File: src/rtl/mic1_run_ctrl_if.sv
`default_nettype none
// ============================================================================
//  Module      : mic1_run_ctrl_if
//  Description : Board-side bundle for the MIC1 run-control unit. The master
//                modport drives the run-control inputs (mode, go button, run
//                count, breakpoints, current PC/MPC) and observes the results
//                (cpu_en, run status, breakpoint index, enable count). The
//                slave modport is the run-control unit itself.
//  Revision    : 1.0 - initial release
// ============================================================================
interface mic1_run_ctrl_if #(
    parameter int PC_WIDTH    = 32,
    parameter int MPC_WIDTH   = 9,
    parameter int COUNT_WIDTH = 16,
    parameter int NUM_BP      = 2
);
    logic [1:0]                 mode;
    logic                       go_btn;
    logic [COUNT_WIDTH-1:0]     run_count;
    logic [NUM_BP-1:0]          bp_enable;
    logic [NUM_BP*PC_WIDTH-1:0] bp_addr;
    logic [PC_WIDTH-1:0]        pc_in;
    logic [MPC_WIDTH-1:0]       mpc_in;
    logic                       cpu_en;
    logic                       running;
    logic                       halted_bp;
    logic [2:0]                 bp_idx;
    logic [31:0]                cycle_count;

    modport master (
        output mode, go_btn, run_count, bp_enable, bp_addr, pc_in, mpc_in,
        input  cpu_en, running, halted_bp, bp_idx, cycle_count
    );

    modport slave (
        input  mode, go_btn, run_count, bp_enable, bp_addr, pc_in, mpc_in,
        output cpu_en, running, halted_bp, bp_idx, cycle_count
    );
endinterface
`default_nettype wire

File: src/rtl/mic1_run_ctrl.sv
`default_nettype none
// ============================================================================
//  Module      : mic1_run_ctrl
//  Description : Run-control unit for the MIC1 core. Produces a per-cycle
//                clock enable (cpu_en) with halt / single-step / run-N /
//                free-run modes, a debounced go button and PC breakpoints
//                that are checked only at the instruction-fetch microstep.
//  Ports       : clock, reset (async, active-high)
//                bus.mode/go_btn/run_count     - run request
//                bus.bp_enable/bp_addr         - breakpoint comparators
//                bus.pc_in/mpc_in              - core PC and MPC
//                bus.cpu_en                    - combinational core enable
//                bus.running/halted_bp/bp_idx  - status
//                bus.cycle_count               - total enabled cycles
//  Revision    : 1.0 - initial release
// ============================================================================
module mic1_run_ctrl #(
    parameter int                   PC_WIDTH        = 32,
    parameter int                   MPC_WIDTH       = 9,
    parameter int                   COUNT_WIDTH     = 16,
    parameter int                   NUM_BP          = 2,
    parameter logic [MPC_WIDTH-1:0] FETCH_MPC       = 9'h000,
    parameter int                   DEBOUNCE_CYCLES = 50000
) (
    input  wire logic       clock,
    input  wire logic       reset,
    mic1_run_ctrl_if.slave  bus
);

    localparam int DB_W = (DEBOUNCE_CYCLES > 1) ? $clog2(DEBOUNCE_CYCLES) : 1;

    typedef enum logic [2:0] {
        ST_IDLE     = 3'd0,
        ST_STEP     = 3'd1,
        ST_RUN_N    = 3'd2,
        ST_RUN_FREE = 3'd3,
        ST_BREAK    = 3'd4
    } state_t;

    state_t                 state_q, state_d;
    state_t                 resume_q, resume_d;
    logic [COUNT_WIDTH-1:0] remaining_q, remaining_d;
    logic                   skip_q, skip_d;
    logic [2:0]             bp_idx_q, bp_idx_d;
    logic [31:0]            cycle_count_q, cycle_count_d;
    logic                   sync1_q, sync1_d;
    logic                   sync2_q, sync2_d;
    logic                   db_q, db_d;
    logic [DB_W-1:0]        db_cnt_q, db_cnt_d;
    logic                   go_q, go_d;

    logic                   pc_match;
    logic [2:0]             hit_idx;
    logic                   hit;
    logic                   cpu_en;

    // Debouncer: the accepted level only flips after DEBOUNCE_CYCLES
    // consecutive synchronised samples that disagree with it; any agreeing
    // sample restarts the count. go fires on the accepted rising edge.
    always_comb begin
        sync1_d  = bus.go_btn;
        sync2_d  = sync1_q;
        db_d     = db_q;
        db_cnt_d = '0;
        if (sync2_q != db_q) begin
            if (db_cnt_q == DB_W'(DEBOUNCE_CYCLES - 1)) begin
                db_d = sync2_q;
            end else begin
                db_cnt_d = db_cnt_q + 1'b1;
            end
        end
        go_d = db_d & ~db_q;
    end

    // Scan from the top so the lowest matching index is the one left behind.
    always_comb begin
        pc_match = 1'b0;
        hit_idx  = 3'd0;
        for (int i = NUM_BP - 1; i >= 0; i--) begin
            if (bus.bp_enable[i] && (bus.pc_in == bus.bp_addr[i*PC_WIDTH +: PC_WIDTH])) begin
                pc_match = 1'b1;
                hit_idx  = 3'(i);
            end
        end
        hit = pc_match && (bus.mpc_in == FETCH_MPC);
    end

    // Enable is decoded from state so a reset mid-run kills it at once.
    // skip lets the first cycle after a resume step over the breakpoint.
    always_comb begin
        case (state_q)
            ST_STEP:              cpu_en = 1'b1;
            ST_RUN_N, ST_RUN_FREE: cpu_en = !(hit && !skip_q);
            default:              cpu_en = 1'b0;
        endcase
    end

    always_comb begin
        state_d       = state_q;
        resume_d      = resume_q;
        remaining_d   = remaining_q;
        skip_d        = skip_q;
        bp_idx_d      = bp_idx_q;
        cycle_count_d = cycle_count_q + 32'(cpu_en);
        case (state_q)
            ST_IDLE: begin
                skip_d = 1'b0;
                if (go_q) begin
                    case (bus.mode)
                        2'b01: state_d = ST_STEP;
                        2'b10: begin
                            if (bus.run_count != '0) begin
                                remaining_d = bus.run_count;
                                state_d     = ST_RUN_N;
                            end
                        end
                        2'b11: state_d = ST_RUN_FREE;
                        default: ;
                    endcase
                end
            end
            ST_STEP: state_d = ST_IDLE;
            ST_RUN_N, ST_RUN_FREE: begin
                if (cpu_en) begin
                    skip_d = 1'b0;
                end
                if ((state_q == ST_RUN_N) && cpu_en) begin
                    remaining_d = remaining_q - 1'b1;
                end
                // Break outranks go; in every branch below cpu_en is 1.
                if (hit && !skip_q) begin
                    state_d  = ST_BREAK;
                    bp_idx_d = hit_idx;
                    resume_d = state_q;
                end else if (go_q || (bus.mode == 2'b00)) begin
                    state_d = ST_IDLE;
                end else if ((state_q == ST_RUN_N) && (remaining_q == COUNT_WIDTH'(1))) begin
                    state_d = ST_IDLE;
                end
            end
            ST_BREAK: begin
                if (go_q) begin
                    state_d = resume_q;
                    skip_d  = 1'b1;
                end else if (bus.mode == 2'b00) begin
                    state_d = ST_IDLE;
                end
            end
            default: state_d = ST_IDLE;
        endcase
    end

    always_ff @(posedge clock or posedge reset) begin
        if (reset) begin
            state_q       <= ST_IDLE;
            resume_q      <= ST_IDLE;
            remaining_q   <= '0;
            skip_q        <= 1'b0;
            bp_idx_q      <= 3'd0;
            cycle_count_q <= 32'd0;
            sync1_q       <= 1'b0;
            sync2_q       <= 1'b0;
            db_q          <= 1'b0;
            db_cnt_q      <= '0;
            go_q          <= 1'b0;
        end else begin
            state_q       <= state_d;
            resume_q      <= resume_d;
            remaining_q   <= remaining_d;
            skip_q        <= skip_d;
            bp_idx_q      <= bp_idx_d;
            cycle_count_q <= cycle_count_d;
            sync1_q       <= sync1_d;
            sync2_q       <= sync2_d;
            db_q          <= db_d;
            db_cnt_q      <= db_cnt_d;
            go_q          <= go_d;
        end
    end

    assign bus.cpu_en      = cpu_en;
    assign bus.running     = (state_q == ST_STEP) || (state_q == ST_RUN_N) ||
                             (state_q == ST_RUN_FREE);
    assign bus.halted_bp   = (state_q == ST_BREAK);
    assign bus.bp_idx      = bp_idx_q;
    assign bus.cycle_count = cycle_count_q;

endmodule
`default_nettype wire

File: src/flat_wrapper.sv
// flat-port wrapper written by rule: the top's interface ports become plain ports
module mic1_run_ctrl_flat 
#(
    parameter int                   PC_WIDTH        = 32,
    parameter int                   MPC_WIDTH       = 9,
    parameter int                   COUNT_WIDTH     = 16,
    parameter int                   NUM_BP          = 2,
    parameter logic [MPC_WIDTH-1:0] FETCH_MPC       = 9'h000,
    parameter int                   DEBOUNCE_CYCLES = 50000
)
  (clock, reset, bus_mode, bus_go_btn, bus_run_count, bus_bp_enable, bus_bp_addr, bus_pc_in, bus_mpc_in, bus_cpu_en, bus_running, bus_halted_bp, bus_bp_idx, bus_cycle_count);
  mic1_run_ctrl_if #(.PC_WIDTH(PC_WIDTH), .MPC_WIDTH(MPC_WIDTH), .COUNT_WIDTH(COUNT_WIDTH), .NUM_BP(NUM_BP)) bus_i ();
  input  wire logic clock;
  input  wire logic reset;
  input wire logic [$bits(bus_i.mode)-1:0] bus_mode;
  input wire logic [$bits(bus_i.go_btn)-1:0] bus_go_btn;
  input wire logic [$bits(bus_i.run_count)-1:0] bus_run_count;
  input wire logic [$bits(bus_i.bp_enable)-1:0] bus_bp_enable;
  input wire logic [$bits(bus_i.bp_addr)-1:0] bus_bp_addr;
  input wire logic [$bits(bus_i.pc_in)-1:0] bus_pc_in;
  input wire logic [$bits(bus_i.mpc_in)-1:0] bus_mpc_in;
  output wire logic [$bits(bus_i.cpu_en)-1:0] bus_cpu_en;
  output wire logic [$bits(bus_i.running)-1:0] bus_running;
  output wire logic [$bits(bus_i.halted_bp)-1:0] bus_halted_bp;
  output wire logic [$bits(bus_i.bp_idx)-1:0] bus_bp_idx;
  output wire logic [$bits(bus_i.cycle_count)-1:0] bus_cycle_count;
  assign bus_i.mode = bus_mode;
  assign bus_i.go_btn = bus_go_btn;
  assign bus_i.run_count = bus_run_count;
  assign bus_i.bp_enable = bus_bp_enable;
  assign bus_i.bp_addr = bus_bp_addr;
  assign bus_i.pc_in = bus_pc_in;
  assign bus_i.mpc_in = bus_mpc_in;
  assign bus_cpu_en = bus_i.cpu_en;
  assign bus_running = bus_i.running;
  assign bus_halted_bp = bus_i.halted_bp;
  assign bus_bp_idx = bus_i.bp_idx;
  assign bus_cycle_count = bus_i.cycle_count;
  mic1_run_ctrl #(.PC_WIDTH(PC_WIDTH), .MPC_WIDTH(MPC_WIDTH), .COUNT_WIDTH(COUNT_WIDTH), .NUM_BP(NUM_BP), .FETCH_MPC(FETCH_MPC), .DEBOUNCE_CYCLES(DEBOUNCE_CYCLES)) u_core (.clock(clock), .reset(reset), .bus(bus_i));
endmodule
File: config.mk
export PLATFORM = sky130hd
export DESIGN_NAME = mic1_run_ctrl_flat
export DESIGN_NICKNAME = d
export VERILOG_FILES = /design/src/rtl/mic1_run_ctrl_if.sv /design/src/rtl/mic1_run_ctrl.sv /design/src/flat_wrapper.sv
export SDC_FILE = /design/constraint.sdc
export NUM_CORES = 1
export LEC_CHECK = 0
export BUFFER_PORTS_ARGS = -buffer_cell sky130_fd_sc_hd__buf_2
export CORE_AREA = 5 5 100 102
export CTS_BUF_LIST = sky130_fd_sc_hd__clkbuf_8
export DETAILED_ROUTE_END_ITERATION = 8
export DIE_AREA = 0 0 105 107
export HOLD_SLACK_MARGIN = 0.05
export PLACE_DENSITY = 0.89
export SYNTH_ARGS = -nofsm -noshare
export SYNTH_HDL_FRONTEND = slang
export SYNTH_SLANG_ARGS = --single-unit
File: constraint.sdc
create_clock -name clock -period 2.8 [get_ports clock]
set_clock_uncertainty 0.15 [all_clocks]
set_input_delay 0.28 -clock clock [delete_from_list [all_inputs] [get_ports clock]]
set_output_delay 0.28 -clock clock [all_outputs]
set_load 0.01 [all_outputs]
==> summary.md <==
Maximum count of clock buffers along a single path: 2. With fillers left out, the area of the finished cells amounts to 5900 sq um. The run gives 0.423 as the post-synthesis sequential area ratio. The slack of the worst reg-to-reg path is 0.18 ns. The signal on the critical path passes through nor2_2, nand3_2, nor4_4, nand3_1, a21oi_1, buf_4, nor3_2, ha_2, buf_4, nand4_1, nor3_4, nand2_2, nor2_4, nand3_1, xnor2_1. The endpoint identified for the worst register-to-register timing path is u_core.bus.cycle_count[27]. The instance area at placement is 5570 sq um. The cell class contributing the biggest share of worst-path delay is simple AND/OR/NAND/NOR gates.

Counting distinct cell types in the post-synthesis netlist gives 51. Hold timing on the final database bottoms out at a slack of 0.0738 ns. TritonCTS built the clock tree. The number of antenna diodes in the final layout is 0. For the pin with the worst max-slew slack, the measured transition is 0.813 ns. Power spread over the standard cell area amounts to 608 nW/um^2. The area added between synthesis and finish is 31.3%, and the signal arrival time at the worst endpoint is 2.72 ns. Summed over all layers, the global routing overflow is 0. Most crowded layer after global routing: met2. Total power for the finished layout comes to 3.59 mW. Number of vias after detailed routing: 4,273. The first detailed-routing pass took 5 iterations. The post-synthesis average cell area works out to 9.57 sq um. The via density per instance is 5.51. The simple-gate share of the synthesized area is 0.228.

The compound-cell area share of the yosys netlist is 0.0921. Startpoint of the most critical register-to-register path: u_core.skip_q. The share of final-layout standard cells stronger than drive strength 1 was 0.351.

The run gives 3 as the total number of H-tree levels. In the synthesized netlist, the number of instances is 470. The share of synthesized registers carrying an async set or reset was 1.00; the final period demand of the worst path was 2.62 ns.

The overall routing resource usage was 0.232. The DRC violation count after routing is 0, and the met3 layer usage reported by global route is 0.0524. The headroom to the max-slew limit was 0.454. The run gives 0.292 as the routing usage on met1. For this run, the leading register cell type out of synthesis is sky130_fd_sc_hd__dfrtp_1. Number of antenna violations at the first check in global routing: 0.

STA puts the critical path data required time at 2.90 ns. The delay of the slowest critical-path stage was 0.41 ns. The logs give 76 for the clock net sink count and 792 for the final net count. The initial standard-cell utilization of the core is 0.498. In the final routed layout, each cell accounts on average for 17.3 um.

For the max-capacitance violation count, the log shows 0. Global routing met2 resource utilization: 0.403. Wires add up to 13,400 um. The logs give 0 for the final-report hold violation count and 11,200 sq um for the die footprint. The largest individual stage delay along the critical path comes from the cell sky130_fd_sc_hd__dfrtp_1.

The detail route stage leaves a number of antenna-violating nets equal to 0. The largest net degree at the start of global routing is 46, and the number of flip-flops and latches in the synthesized netlist is 76. The total negative slack is 0 ns. The sum of net half-perimeters after detailed placement was 10,400 um. The dominant combinational cell family by area after synthesis is simple AND/OR/NAND/NOR gates.

The number of CTS-inserted buffers came out at 9. The share of the clock period used by the worst path after layout is 0.936, and the number of global-route vias before repair is 4,368. Buffers placed on the I/O ports in this run total 163. The worst setup path is of the flop to flop kind.

The fraction of synthesized area in multiplexers is 0.00724, and the floorplan core area is 9020 sq um. The xor and xnor area share after synthesis was 0.210; the count of cells along the worst register-to-register path was 15. Setup repair after global routing left no endpoint under its margin. The y dimension of the die works out to 107 um. The worst setup path is captured at a flop. Along the worst hold path, the cell count comes to 3. The run finished with clean final reports. STA classifies the critical path startpoint as a flop. Largest fanout of any net on the critical path: 4. Clock latency on the worst-skew pair, taken at its later pin, is 0.36 ns. Pin placement for this block handled 166 I/O pins.

The worst hold path begins at bus_run_count[2]. The Yosys step of the flow raised 0 warnings. The detailed router finished its first iteration with 255 violations.

Endpoint with the worst hold slack: u_core.remaining_q[2]. The adder and majority gate portion of the synthesized area came out at 0.0139. After floorplanning, the core was divided into 35 placement rows. The clock transition time at the flip-flop clock pins of the worst setup and hold paths was 0.08 ns; the global-route wire length before repair was 21,100 um.

The horizontal die dimension works out to 105 um. Counting flops with a built-in enable in the synthesized netlist gives 0. The setup violation total in the final timing report is 0, and the number of buffers and inverters on the critical path is 2. Summing every instance area after synthesis gives 4500 sq um.

The run gives 0 as the final max-slew violation count. The worst hold path belongs to the class input pin to flop. The logs give 0.969 for the global placer's final weighted congestion and 0.289 mV for the maximum VDD drop.

Cell leakage power: 2.87 nW. The root buffer cell chosen for the clock tree is sky130_fd_sc_hd__clkbuf_8. Based on the critical path, the design can be clocked at up to 0.382 GHz.
==> logic make-up (layout without fill, tap and decap cells) <==
group / after synthesis / after routing
adders and majority gates: 5 / 5
buffers and inverters: 24 / 217
DFF: 76 / 76
muxes: 3 / 3
and+or+nand+nor: 196 / 196
other: 1 / 2
xor gates and xnor gates: 108 / 108
AOI/OAI and AO/OA: 57 / 57
==> final cells by class <==
class | instances | area (sq um)
clock buffer | 10 | 138
clock inverter | 6 | 63.8
fill | 686 | 3120
inverter | 10 | 37.5
multi-input combinational | 371 | 2570
sequential | 76 | 1900
tap | 111 | 139
timing repair buffer | 191 | 1050
==> synth_stat cells, types with 3 or more instances <==
| cell type | count | share of area |
|---|---|---|
| sky130_fd_sc_hd__a21oi_1 | 13 | 0.014 |
| sky130_fd_sc_hd__a311oi_1 | 4 | 0.0078 |
| sky130_fd_sc_hd__and3_1 | 15 | 0.021 |
| sky130_fd_sc_hd__and4_1 | 4 | 0.0078 |
| sky130_fd_sc_hd__clkbuf_1 | 8 | 0.0067 |
| sky130_fd_sc_hd__dfrtp_1 | 76 | 0.42 |
| sky130_fd_sc_hd__ha_1 | 5 | 0.014 |
| sky130_fd_sc_hd__inv_1 | 10 | 0.0084 |
| sky130_fd_sc_hd__nand2_1 | 28 | 0.023 |
| sky130_fd_sc_hd__nand2b_1 | 3 | 0.0042 |
| sky130_fd_sc_hd__nand3_1 | 29 | 0.032 |
| sky130_fd_sc_hd__nand4_1 | 24 | 0.033 |
| sky130_fd_sc_hd__nor2_1 | 52 | 0.043 |
| sky130_fd_sc_hd__nor3_1 | 12 | 0.013 |
| sky130_fd_sc_hd__nor3_2 | 3 | 0.0067 |
| sky130_fd_sc_hd__nor3b_1 | 3 | 0.0050 |
| sky130_fd_sc_hd__nor4_1 | 14 | 0.019 |
| sky130_fd_sc_hd__o21ai_0 | 14 | 0.016 |
| sky130_fd_sc_hd__o21ba_2 | 5 | 0.011 |
| sky130_fd_sc_hd__o22a_1 | 3 | 0.0058 |
| sky130_fd_sc_hd__xnor2_1 | 87 | 0.17 |
| sky130_fd_sc_hd__xor2_1 | 21 | 0.041 |
==> worst max-delay path by stage <==
stage	from	to	slack (ns)	cells after the start
after CTS	u_core.skip_q	u_core.bus.cycle_count[22]	0.02	15
after global placement	bus_pc_in[16]	u_core.bus.cycle_count[29]	-0.15	17
after global routing	u_core.skip_q	u_core.bus.cycle_count[27]	0.001	15
after floorplan	bus_pc_in[3]	u_core.bus.cycle_count[22]	0.01	14
final	u_core.skip_q	u_core.bus.cycle_count[27]	0.18	15
after detailed placement	bus_pc_in[10]	u_core.bus.cycle_count[31]	-0.31	16
==> state kept, by name, indices dropped and copies added (netlist names) <==
| signal | cells |
|---|---|
| u_core.bus.bp_idx | 1 |
| u_core.bus.cycle_count | 32 |
| u_core.db_cnt_q | 16 |
| u_core.db_q | 1 |
| u_core.go_q | 1 |
| u_core.remaining_q | 16 |
| u_core.resume_q | 3 |
| u_core.skip_q | 1 |
| u_core.state_q | 3 |
| u_core.sync1_q | 1 |
| u_core.sync2_q | 1 |
==> metal layers <==
layer | vias to the layer above | share of wire
met5 | - | 0
met4 | 0 | 0.016
met3 | 21 | 0.053
met2 | 128 | 0.52
met1 | 2091 | 0.41
li1 | 2033 | -
==> repair_timing <==
item,4_1_cts,5_1_grt
endpoints found under the setup margin,9,19
setup buffers,0,2
resized for setup,4,13
hold endpoints to repair,33,0
hold buffers,3,0
pin swaps,1,5
==> report_power, final <==
| part | switching, mW | internal [mW] | total (mW) | leakage [nW] |
|---|---|---|---|---|
| combinational | 0.680 | 0.586 | 1.27 | 1.76 |
| sequential | 0.198 | 1.28 | 1.47 | 1.01 |
| clock | 0.412 | 0.434 | 0.845 | 0.0983 |
| total | 1.29 | 2.30 | 3.59 | 2.87 |
==> worst min-delay path, cell delays in order <==
cell,delay (ns)
sky130_fd_sc_hd__buf_2,0.10
sky130_fd_sc_hd__nor2_1,0.10
sky130_fd_sc_hd__a311oi_1,0.06
==> cell usage in the layout (no fill, tap or decap), drive strengths merged, types with 2 or more instances in the layout <==
| master | instances |
|---|---|
| nor4 | 15 |
| clkinvlp | 2 |
| a21oi | 13 |
| nand4 | 24 |
| a41oi | 2 |
| nor2 | 52 |
| o22a | 3 |
| clkbuf | 10 |
| nor4b | 2 |
| ha | 5 |
| clkinv | 3 |
| nand2 | 28 |
| and4 | 4 |
| and2 | 2 |
| nor3 | 15 |
| mux2 | 2 |
| buf | 188 |
| conb | 2 |
| nor2b | 2 |
| inv | 10 |
| a31oi | 2 |
| o21ba | 5 |
| and3 | 15 |
| dfrtp | 76 |
| o21ai | 14 |
| dlygate4sd3 | 3 |
| xnor2 | 87 |
| nand3 | 29 |
| nor3b | 3 |
| nand2b | 3 |
| a311oi | 4 |
| xor2 | 21 |
| a211oi | 3 |
==> through the flow <==
step            util  setup WS, ns  cells
2_1_floorplan      -        0.0140    471
3_3_place_gp   0.618        -0.148    754
3_5_place_dp   0.618        -0.310    754
4_1_cts        0.646        0.0187    773
5_1_grt        0.654       0.00127    775
6_report       0.654         0.179    775
No activity file was read; power rests on OpenSTA's default activity.
